==> src/rtl/celltrng_sample_ctrl_pkg.sv <==
// Shared types and defaults for the cellTRNG sampling controller.
package celltrng_sample_ctrl_pkg;

    typedef enum logic [2:0] {
        StIdle,
        StChain,
        StWarmup,
        StRun,
        StFault
    } trng_ctrl_state_t;

    localparam int unsigned DefNumCells     = 3;
    localparam int unsigned DefSampleDiv    = 4;
    localparam int unsigned DefWarmupSamp   = 64;
    localparam int unsigned DefRepLimit     = 32;
    localparam int unsigned DefChainTimeout = 1024;

    // Counter width able to hold max_val itself, so terminal counts compare with ==.
    function automatic int unsigned cnt_width(input int unsigned max_val);
        return $clog2(max_val) + 1;
    endfunction

endpackage

==> src/rtl/celltrng_sample_ctrl_vn_debias.sv <==
// Von Neumann de-biaser: pairs consecutive samples, emits the first bit of each unequal pair.
module celltrng_sample_ctrl_vn_debias (
    input  logic clk_i,
    input  logic rst_i,
    input  logic clear_i,
    input  logic sample_i,
    input  logic data_i,
    output logic bit_valid_o,
    output logic bit_o
);

    logic phase_q, phase_d;
    logic first_q, first_d;

    always_comb begin
        phase_d     = phase_q;
        first_d     = first_q;
        bit_valid_o = 1'b0;
        bit_o       = first_q;
        if (clear_i) begin
            phase_d = 1'b0;
            first_d = 1'b0;
        end else if (sample_i) begin
            if (!phase_q) begin
                first_d = data_i;
                phase_d = 1'b1;
            end else begin
                phase_d     = 1'b0;
                bit_valid_o = (first_q != data_i);
            end
        end
    end

    always_ff @(posedge clk_i) begin
        if (rst_i) begin
            phase_q <= 1'b0;
            first_q <= 1'b0;
        end else begin
            phase_q <= phase_d;
            first_q <= first_d;
        end
    end

endmodule

==> src/rtl/celltrng_sample_ctrl.sv <==
// cellTRNG controller: enable-chain sequencing, raw sampling, health test, de-biasing and
// byte delivery over a valid/ready interface.
module celltrng_sample_ctrl
    import celltrng_sample_ctrl_pkg::*;
#(
    parameter int unsigned NUM_CELLS      = DefNumCells,
    parameter int unsigned SAMPLE_DIV     = DefSampleDiv,
    parameter int unsigned WARMUP_SAMPLES = DefWarmupSamp,
    parameter int unsigned REP_LIMIT      = DefRepLimit,
    parameter int unsigned CHAIN_TIMEOUT  = DefChainTimeout
) (
    input  logic                 clk_i,
    input  logic                 rst_i,
    input  logic                 en_i,
    output logic                 cell_enable_o,
    input  logic                 cell_chain_i,
    output logic [NUM_CELLS-1:0] cell_select_o,
    input  logic [NUM_CELLS-1:0] cell_data_i,
    output logic [7:0]           rnd_data_o,
    output logic                 rnd_valid_o,
    input  logic                 rnd_ready_i,
    output logic                 busy_o,
    output logic                 fault_o
);

    localparam int unsigned TmoW  = cnt_width(CHAIN_TIMEOUT);
    localparam int unsigned DivW  = cnt_width(SAMPLE_DIV);
    localparam int unsigned WarmW = cnt_width(WARMUP_SAMPLES);
    localparam int unsigned RepW  = cnt_width(REP_LIMIT);

    trng_ctrl_state_t     state_q, state_d;
    logic [NUM_CELLS-1:0] sync1_q, sync1_d, sync2_q, sync2_d;
    logic [TmoW-1:0]      tmo_q, tmo_d;
    logic [DivW-1:0]      div_q, div_d;
    logic [WarmW-1:0]     warm_q, warm_d;
    logic [RepW-1:0]      rep_q, rep_d;
    logic                 prev_q, prev_d;
    logic [7:0]           shift_q, shift_d, hold_q, hold_d;
    logic [3:0]           nbits_q, nbits_d;
    logic                 valid_q, valid_d, sel_q, sel_d;
    logic                 raw, sampling, strobe, health_fail;
    logic                 bit_valid, bit_val, byte_full, byte_load, clr_data;

    assign sync1_d  = cell_data_i;
    assign sync2_d  = sync1_q;
    assign raw      = ^sync2_q;
    assign sampling = (state_q == StWarmup) || (state_q == StRun);
    assign strobe   = sampling && (div_q == DivW'(SAMPLE_DIV - 1));
    assign div_d    = (!sampling || strobe) ? '0 : div_q + 1'b1;

    // Repetition-count health test over every strobed sample in WARMUP and RUN.
    always_comb begin
        rep_d       = rep_q;
        prev_d      = prev_q;
        health_fail = 1'b0;
        if (!sampling) begin
            rep_d  = '0;
            prev_d = 1'b0;
        end else if (strobe) begin
            prev_d      = raw;
            rep_d       = (rep_q != '0 && raw == prev_q) ? rep_q + 1'b1 : RepW'(1);
            health_fail = (rep_d == RepW'(REP_LIMIT));
        end
    end

    always_comb begin
        state_d = state_q;
        tmo_d   = '0;
        warm_d  = '0;
        unique case (state_q)
            StIdle: begin
                if (en_i) state_d = StChain;
            end
            StChain: begin
                tmo_d = tmo_q + 1'b1;
                if (cell_chain_i) begin
                    state_d = StWarmup;
                end else if (tmo_d == TmoW'(CHAIN_TIMEOUT)) begin
                    state_d = StFault;
                end
            end
            StWarmup: begin
                warm_d = warm_q;
                if (health_fail) begin
                    state_d = StFault;
                end else if (strobe) begin
                    warm_d = warm_q + 1'b1;
                    if (warm_d == WarmW'(WARMUP_SAMPLES)) state_d = StRun;
                end
            end
            StRun: begin
                if (health_fail) state_d = StFault;
            end
            StFault: begin
                state_d = StFault;
            end
            default: state_d = StIdle;
        endcase
        if (!en_i) state_d = StIdle;
    end

    celltrng_sample_ctrl_vn_debias u_debias (
        .clk_i       (clk_i),
        .rst_i       (rst_i),
        .clear_i     (state_q != StRun),
        .sample_i    (strobe && (state_q == StRun)),
        .data_i      (raw),
        .bit_valid_o (bit_valid),
        .bit_o       (bit_val)
    );

    // A completed byte parks in the shifter until the holding register can take it.
    assign byte_full = (nbits_q == 4'd8);
    assign byte_load = byte_full && (!valid_q || rnd_ready_i);
    assign clr_data  = (state_d != StRun);

    always_comb begin
        shift_d = shift_q;
        nbits_d = nbits_q;
        hold_d  = hold_q;
        valid_d = valid_q;
        sel_d   = sel_q;
        if (valid_q && rnd_ready_i) valid_d = 1'b0;
        if (byte_load) begin
            hold_d  = shift_q;
            valid_d = 1'b1;
            sel_d   = ~sel_q;
            nbits_d = '0;
        end
        if (bit_valid && (!byte_full || byte_load)) begin
            shift_d = {shift_q[6:0], bit_val};
            nbits_d = byte_load ? 4'd1 : nbits_q + 1'b1;
        end
        if (clr_data) begin
            shift_d = '0;
            nbits_d = '0;
            hold_d  = '0;
            valid_d = 1'b0;
        end
        if (state_d == StIdle) sel_d = 1'b0;
    end

    always_ff @(posedge clk_i) begin
        if (rst_i) begin
            state_q <= StIdle;
            sync1_q <= '0;
            sync2_q <= '0;
            tmo_q   <= '0;
            div_q   <= '0;
            warm_q  <= '0;
            rep_q   <= '0;
            prev_q  <= 1'b0;
            shift_q <= '0;
            nbits_q <= '0;
            hold_q  <= '0;
            valid_q <= 1'b0;
            sel_q   <= 1'b0;
        end else begin
            state_q <= state_d;
            sync1_q <= sync1_d;
            sync2_q <= sync2_d;
            tmo_q   <= tmo_d;
            div_q   <= div_d;
            warm_q  <= warm_d;
            rep_q   <= rep_d;
            prev_q  <= prev_d;
            shift_q <= shift_d;
            nbits_q <= nbits_d;
            hold_q  <= hold_d;
            valid_q <= valid_d;
            sel_q   <= sel_d;
        end
    end

    assign cell_enable_o = (state_q == StChain) || sampling;
    assign cell_select_o = {NUM_CELLS{sel_q}};
    assign rnd_data_o    = hold_q;
    assign rnd_valid_o   = valid_q;
    assign busy_o        = sampling;
    assign fault_o       = (state_q == StFault);

endmodule

==> config.mk <==
export PLATFORM = sky130hd
export DESIGN_NAME = celltrng_sample_ctrl
export DESIGN_NICKNAME = d
export VERILOG_FILES = /design/src/rtl/celltrng_sample_ctrl_pkg.sv /design/src/rtl/celltrng_sample_ctrl_vn_debias.sv /design/src/rtl/celltrng_sample_ctrl.sv
export SDC_FILE = /design/constraint.sdc
export NUM_CORES = 1
export LEC_CHECK = 0
export ABC_AREA = 1
export CORE_ASPECT_RATIO = 1.5
export CORE_MARGIN = 5
export CORE_UTILIZATION = 52
export DETAILED_ROUTE_END_ITERATION = 6
export GPL_ROUTABILITY_DRIVEN = 0
export PLACE_DENSITY = 0.81
export SETUP_SLACK_MARGIN = 0.3
export SLEW_MARGIN = 10
export SYNTH_ARGS = -nofsm -noshare
export SYNTH_HDL_FRONTEND = slang
export SYNTH_SLANG_ARGS = --single-unit
==> constraint.sdc <==
create_clock -name clk_i -period 1.8 [get_ports clk_i]
set_clock_uncertainty 0.15 [all_clocks]
set_input_delay 0.54 -clock clk_i [delete_from_list [all_inputs] [get_ports clk_i]]
set_output_delay 0.54 -clock clk_i [all_outputs]
set_load 0.05 [all_outputs]
==> reports/metrics.yaml, run 1 <==
worst_setup_path:
  worst_setup_path_end_kind: "register"
  cpMostUsedCell: "nand2_2"
  crit_type: "reg2reg"
  critPathBufInv: 4
  slowest_delay_ns: 0.34
  critPathMaxFanout: 8
  arrival_ns: 2.41
  cp_slowest_cell: "dfxtp_2"
  cp.required_ns: 1.93
  path_cells: "inv_1 > nand2_2 > nand2_1 > nand2_2 > nand2_2 > buf_4 > nand2_1 > nand4_1 > buf_6 > buf_4 > mux2i_1 > nor3_2"
  start_kind: "register"
  critPathTopFamily: "simple AND/OR/NAND/NOR gates"
clock_tree:
  cts.sinks: 61
  cts.hold.buffers_added: 0
  cts_made_buffers: 9
  cts_tree: "built"
  clock_latency_ns: 0.37
  clockBufferDepth: 2
  clkTransAtPathRegs_ns: 0.08
  clock-root-buffer: "clkbuf_8"
  htree_levels: 3
sta:
  tns_ns: -12.12
  relSlewSlack: 0.5099
  fin_ws_ns: -0.4795
  hold_viol_final: 0
  fin_crit_ns: 2.279
  rsz0062_at_grt: "true"
  maxSlewViolCount: 0
  finalCritPeriodShare: 1.266
  timing.hold.ws_ns: 0.2722
  clock.fmax_ghz: 0.4387
  setup_violations: 35
  worstMarginPinSlew_ns: 0.7285
status:
  violations: "setup timing"
  status: "finished, violations left"
route:
  via_per_inst: 6.121
  vias: 3538
  route.detailed.drc: 0
  ant_nets: 0
  firstDrtPassIters: 5
  wl_per_cell_um: 24.48
  drt-initial-drc-count: 444
  wl_mm: 14.15
grt:
  antenna_found_initial: 0
  grtUsageTotal: 0.2897
  met3_usage: 0.06576
  grt_pass1_vias: 3494
  busiest_layer: "met2"
  grt_max_degree: 12
  grt_util_met1: 0.2896
  grt_pass1_wl_mm: 16.95
  use_met2: 0.5103
  grt-ovfl-total: 0
cells_and_area:
  nets: 518
  finalInstanceArea_sq_mm: 0.005249
  drive_above_1_share: 0.5573
  fill_cells: 205
  n_antenna_cell: 0
  syn2layout_area_growth_pct: 70.88
flow_run:
  drv_cap: 0
yosys:
  syn_area_per_cell_sq_um: 8.020
  ys_top_cells_by_area: "dfxtp_1 40%, nand2_1 7.5%, nor3_2 6.8%"
  synth_cell_types: 37
  ys_ff_latch: 61
  synth_warnings: 0
  post-synth-top-area-cell: "dfxtp_1"
  yosysSeqAreaShare: 0.3976
  synthCells: 383
  syn-cell-area_sq_mm: 0.003072
  synth_top_area_frac: 0.3976
  syn-num-nets: 400
die:
  ios: 23
  core_area_sq_mm: 0.005786
  die_w_um: 72.76
  fp.dieArea_sq_mm: 0.007576
  start_util: 0.5309
  dieHeight_um: 104.1
  row_count: 34
power_and_ir_drop:
  p_per_area_mw_per_mm2: 599.2
  total_power_mw: 3.145
  ir_drop_mv: 0.6456
  power_leakage_nw: 2.229
placed_design:
  place_ws_ns: -0.3431
  port_buffers: 22
  dp_hpwl_mm: 4.918
  placed_area_sq_mm: 0.003936
hold_path:
  hp-class: "reg2reg"
-- registers in the layout, summed over array words and instances (netlist names) --
name,flops
tmo_q,11
rnd_data_o,8
shift_q,8
warm_q,7
rep_q,6
nbits_q,4
div_q,3
state_q,3
sync1_q,3
sync2_q,3
prev_q,1
rnd_valid_o,1
sel_q,1
u_debias.bit_o,1
u_debias.phase_q,1
-- stage by stage --
stage                     cells    util
after floorplan             383       -
after global placement      515  0.6804
after detailed placement    515  0.6804
after CTS                   557  0.8231
after global routing        578  0.9072
final                       578  0.9072
-- cell type report --
cell class              instances  area (sq um)  share of cell area
repair buffers                115          1262              0.2405
well taps                      72         90.09             0.01716
clock inverters                 3         65.06             0.01240
inverters                      55         230.2             0.04386
multi-input cells             259          2145              0.4086
clock buffers                  13         178.9             0.03409
flip-flops and latches         61          1277              0.2434
-- placed cells by master (no fill, tap or decap), drive strengths merged --
| cell | Yosys | routed |
|---|---|---|
| buf | 9 | 108 |
| nand2 | 66 | 69 |
| dfxtp | 61 | 61 |
| nor2 | 60 | 60 |
| inv | 54 | 52 |
| nand3 | 26 | 26 |
| nor3 | 25 | 25 |
| mux2i | 16 | 16 |
| a21oi | 14 | 14 |
| clkbuf | 2 | 13 |
| o21ai | 12 | 12 |
| ha | 9 | 9 |
| nand4 | 7 | 7 |
| clkdlybuf4s50 | 0 | 5 |
| xor2 | 4 | 4 |
| o21bai | 3 | 3 |
| a211oi | 3 | 3 |
| or2 | 3 | 3 |
| clkinvlp | 0 | 2 |
| nand3b | 2 | 2 |
| clkinv | 1 | 2 |
| xnor2 | 2 | 2 |
| o22ai | 2 | 2 |
| bufinv | 0 | 2 |
| a21boi | 1 | 1 |
| nor4 | 1 | 1 |
| dlymetal6s2s | 0 | 1 |
| dlygate4sd2 | 0 | 1 |
-- per-layer routing --
layer	vias to the layer above	wire (um)
met3	132	979
met2	294	7223
li1	1474	-
met5	-	0
met1	1638	4691
met4	0	1256
-- final timing paths --
| kind | start | endpoint | slack, ns | depth (start not counted) |
|---|---|---|---|---|
| max | sync2_q[1] | shift_q[6] | -0.48 | 12 |
| min | sync1_q[0] | sync2_q[0] | 0.27 | 2 |
| max reg2reg | sync2_q[1] | shift_q[6] | -0.48 | 12 |
| min reg2reg | sync1_q[0] | sync2_q[0] | 0.27 | 2 |
-- kinds of logic (layout without fill, tap and decap cells) --
| family | Yosys count | in the layout | synth area share |
|---|---|---|---|
| mux | 16 | 16 | 0.05214 |
| flops | 61 | 61 | 0.3976 |
| buf+inv | 66 | 186 | 0.1014 |
| compound gates | 35 | 35 | 0.06354 |
| xor+xnor | 6 | 6 | 0.01711 |
| fa+ha+maj | 9 | 9 | 0.03666 |
| simple gates | 190 | 193 | 0.3316 |
-- synth_stat cells, drive strengths merged --
| master | n |
|---|---|
| o21ai | 12 |
| mux2i | 16 |
| nand3b | 2 |
| xor2 | 4 |
| o22ai | 2 |
| a21oi | 14 |
| nand2 | 66 |
| o21bai | 3 |
| nor2 | 60 |
| nor3 | 25 |
| inv | 54 |
| or2 | 3 |
| a211oi | 3 |
| xnor2 | 2 |
| nor4 | 1 |
| buf | 9 |
| clkinv | 1 |
| nand3 | 26 |
| a21boi | 1 |
| clkbuf | 2 |
| ha | 9 |
| dfxtp | 61 |
| nand4 | 7 |
-- tightest hold or removal path, stage by stage (launching register included) --
cell     delay, ns
dfxtp_1       0.30
inv_1         0.04
nor2_1        0.04
-- report_power, final --
| group | switching (mW) | leakage [nW] | internal (mW) |
|---|---|---|---|
| Combinational | 0.144 | 1.59 | 0.0940 |
| Sequential | 0.0111 | 0.509 | 1.35 |
| Clock | 0.619 | 0.126 | 0.930 |
-- timing repair --
item / in CTS / in global routing
setup endpoints to repair: 65 / 66
resized for setup: 91 / 84
gates cloned: 4 / 0
pin swaps: 35 / 32
hold endpoints to repair: 0 / 0
buffers inserted: 22 / 21
Power figures use the tool's default switching activity.
==> run 2: changes to the inputs <==
SKIP_LAST_GASP = 1   (was not set)
==> reports/metrics.yaml, run 2 (synthesized netlist as in run 1, its figures left out) <==
cells_and_area:
  final_common_cell: "buf_4"  # unchanged
  drive_above_1_share: 0.5573  # about the same
  largest_reg_flops: 11  # unchanged
  stdcell_count: 569  # was 578
  n_antenna_cell: 0  # unchanged
  top_register: "tmo_q"  # unchanged
  fill_cells: 219  # was 205
  finalInstanceArea_sq_mm: 0.005218  # was 0.005249 sq mm
  final_cell_mix: "54 x buf_4, 41 x inv_1, 37 x nand2_1"  # was 60 x buf_4, 42 x nand2_1, 41 x inv_1
  syn2layout_area_growth_pct: 69.86  # was 70.88%
  nets: 509  # was 518
power_and_ir_drop:
  power_leakage_nw: 2.203  # was 2.229 nW
  p_per_area_mw_per_mm2: 594.6  # was 599.2 mW/mm^2
  ir_drop_mv: 0.7366  # was 0.6456 mV
route:
  vias: 3305  # was 3538
  route.detailed.drc: 0  # unchanged
  drt-initial-drc-count: 348  # was 444
  wl_mm: 12.16  # was 14.15 mm
  wl_per_cell_um: 21.38  # was 24.48 um
  firstDrtPassIters: 5  # unchanged
  ant_nets: 0  # unchanged
  via_per_inst: 5.808  # was 6.121
sta:
  worstMarginPinSlew_ns: 0.5132  # was 0.7285 ns
  hold_viol_final: 0  # unchanged
  fin_ws_ns: -0.3588  # was -0.4795 ns
  fin_crit_ns: 2.159  # was 2.279 ns
  setup_violations: 36  # was 35
  finalCritPeriodShare: 1.199  # was 1.266
  clock.fmax_ghz: 0.4632  # was 0.4387 GHz
  maxSlewViolCount: 0  # unchanged
  relSlewSlack: 0.6547  # was 0.5099
  rsz0062_at_grt: "true"  # unchanged
grt:
  grt-ovfl-total: 0  # unchanged
  antenna_found_initial: 0  # unchanged
  grtUsageTotal: 0.2836  # was 0.2897
  grt_pass1_vias: 3558  # was 3494
  grt_max_degree: 12  # unchanged
  grt_pass1_wl_mm: 16.65  # was 16.95 mm
status:
  status: "finished, violations left"  # unchanged
  violations: "setup timing"  # unchanged
worst_setup_path:
  crit_type: "reg2reg"  # unchanged
  rr_worst_depth: 10  # was 12
  cp.required_ns: 1.94  # was 1.93 ns
  critPathMaxFanout: 9  # was 8
  arrival_ns: 2.30  # was 2.41 ns
  start_kind: "register"  # unchanged
  worst_setup_path_end_kind: "register"  # unchanged
die:
  dieHeight_um: 104.1  # unchanged
  start_util: 0.5309  # unchanged
  die_w_um: 72.76  # unchanged
  fp.dieArea_sq_mm: 0.007576  # unchanged
  ios: 23  # unchanged
  core_area_sq_mm: 0.005786  # unchanged
  row_count: 34  # unchanged
clock_tree:
  clock-root-buffer: "clkbuf_8"  # unchanged
  cts.hold.buffers_added: 0  # unchanged
  cts_tree: "built"  # unchanged
  clockBufferDepth: 2  # unchanged
  cts_made_buffers: 9  # unchanged
  clock_latency_ns: 0.36  # was 0.37 ns
  htree_levels: 3  # unchanged
  cts.sinks: 61  # unchanged
  clkTransAtPathRegs_ns: 0.08  # about the same
flow_run:
  drv_cap: 0  # unchanged
hold_path:
  hold_depth: 2  # unchanged
  hp-class: "reg2reg"  # unchanged
placed_design:
  dp_hpwl_mm: 4.918  # unchanged
  port_buffers: 22  # unchanged
  placed_area_sq_mm: 0.003936  # unchanged
  dpl.cell_count: 515  # unchanged
==> run 2: changes by cell type in the layout (fill, tap and decap cells not counted), sizes merged <==
cell / delta
buf: -9
dlymetal6s2s: -1
clkdlybuf4s50: +1
==> run 2: power breakdown <==
part	internal [mW]	switching, mW
registers	1.35	0.0117
clock network	0.930	0.599
logic	0.0852	0.130
total	2.36	0.740
==> run 2: final cells by class <==
class	instances	area (sq um)	share of cell area
clock inverter	3	65.06	0.01247
clock buffer	13	178.9	0.03429
inverter	55	235.2	0.04508
sequential	61	1279	0.2451
multi-input combinational	259	2197	0.4211
timing repair buffer	106	1172	0.2247
tap	72	90.09	0.01727
==> run 2: path summary, 6_finish.rpt <==
path | from | end | slack [ns]
setup / recovery | nbits_q[0] | nbits_q[3] | -0.36
hold / removal | sync1_q[1] | sync2_q[1] | 0.26
setup reg to reg | nbits_q[0] | nbits_q[3] | -0.36
hold reg to reg | sync1_q[1] | sync2_q[1] | 0.26
==> run 2: layer usage <==
layer / vias to the layer above / part of all wire / wire length, um / GRT usage
met5: - / 0 / 0 / 0
met4: 0 / 0.070 / 847 / 0.2164
met3: 91 / 0.063 / 771 / 0.06576
met2: 231 / 0.54 / 6510 / 0.4981
met1: 1524 / 0.33 / 4035 / 0.2730
li1: 1459 / - / - / -
==> run 2: critical path, cell delays in order (launching register included) <==
cell     delay [ns]
dfxtp_2        0.41
inv_1          0.10
ha_1           0.21
nand3_2        0.13
inv_1          0.09
nand2_1        0.08
nand4_1        0.16
buf_6          0.19
o21ai_0        0.26
inv_1          0.12
nor3_4         0.18
==> run 2: stage by stage <==
stage / TNS [ns] / hold slack (ns) / power (mW) / worst slack [ns] / utilization
floorplan: 0 / 0.2383 / 1.484 / 0.0006786 / -
global placement: -7.796 / 0.2402 / 1.535 / -0.2786 / 0.6804
detailed placement: -8.774 / 0.2532 / 1.539 / -0.3431 / 0.6804
CTS: -3.942 / 0.2636 / 3.026 / -0.1627 / 0.8203
global route: -13.34 / 0.2794 / 3.176 / -0.5480 / 0.9018
finish: -9.637 / 0.2611 / 3.102 / -0.3588 / 0.9018
==> run 2: what timing repair did <==
| action | in CTS | in global routing |
|---|---|---|
| setup endpoints to repair | 65 | 66 |
| pin swaps | 35 | 44 |
| gates resized for setup | 86 | 98 |
| buffers inserted | 22 | 12 |
| cloned | 4 | 0 |
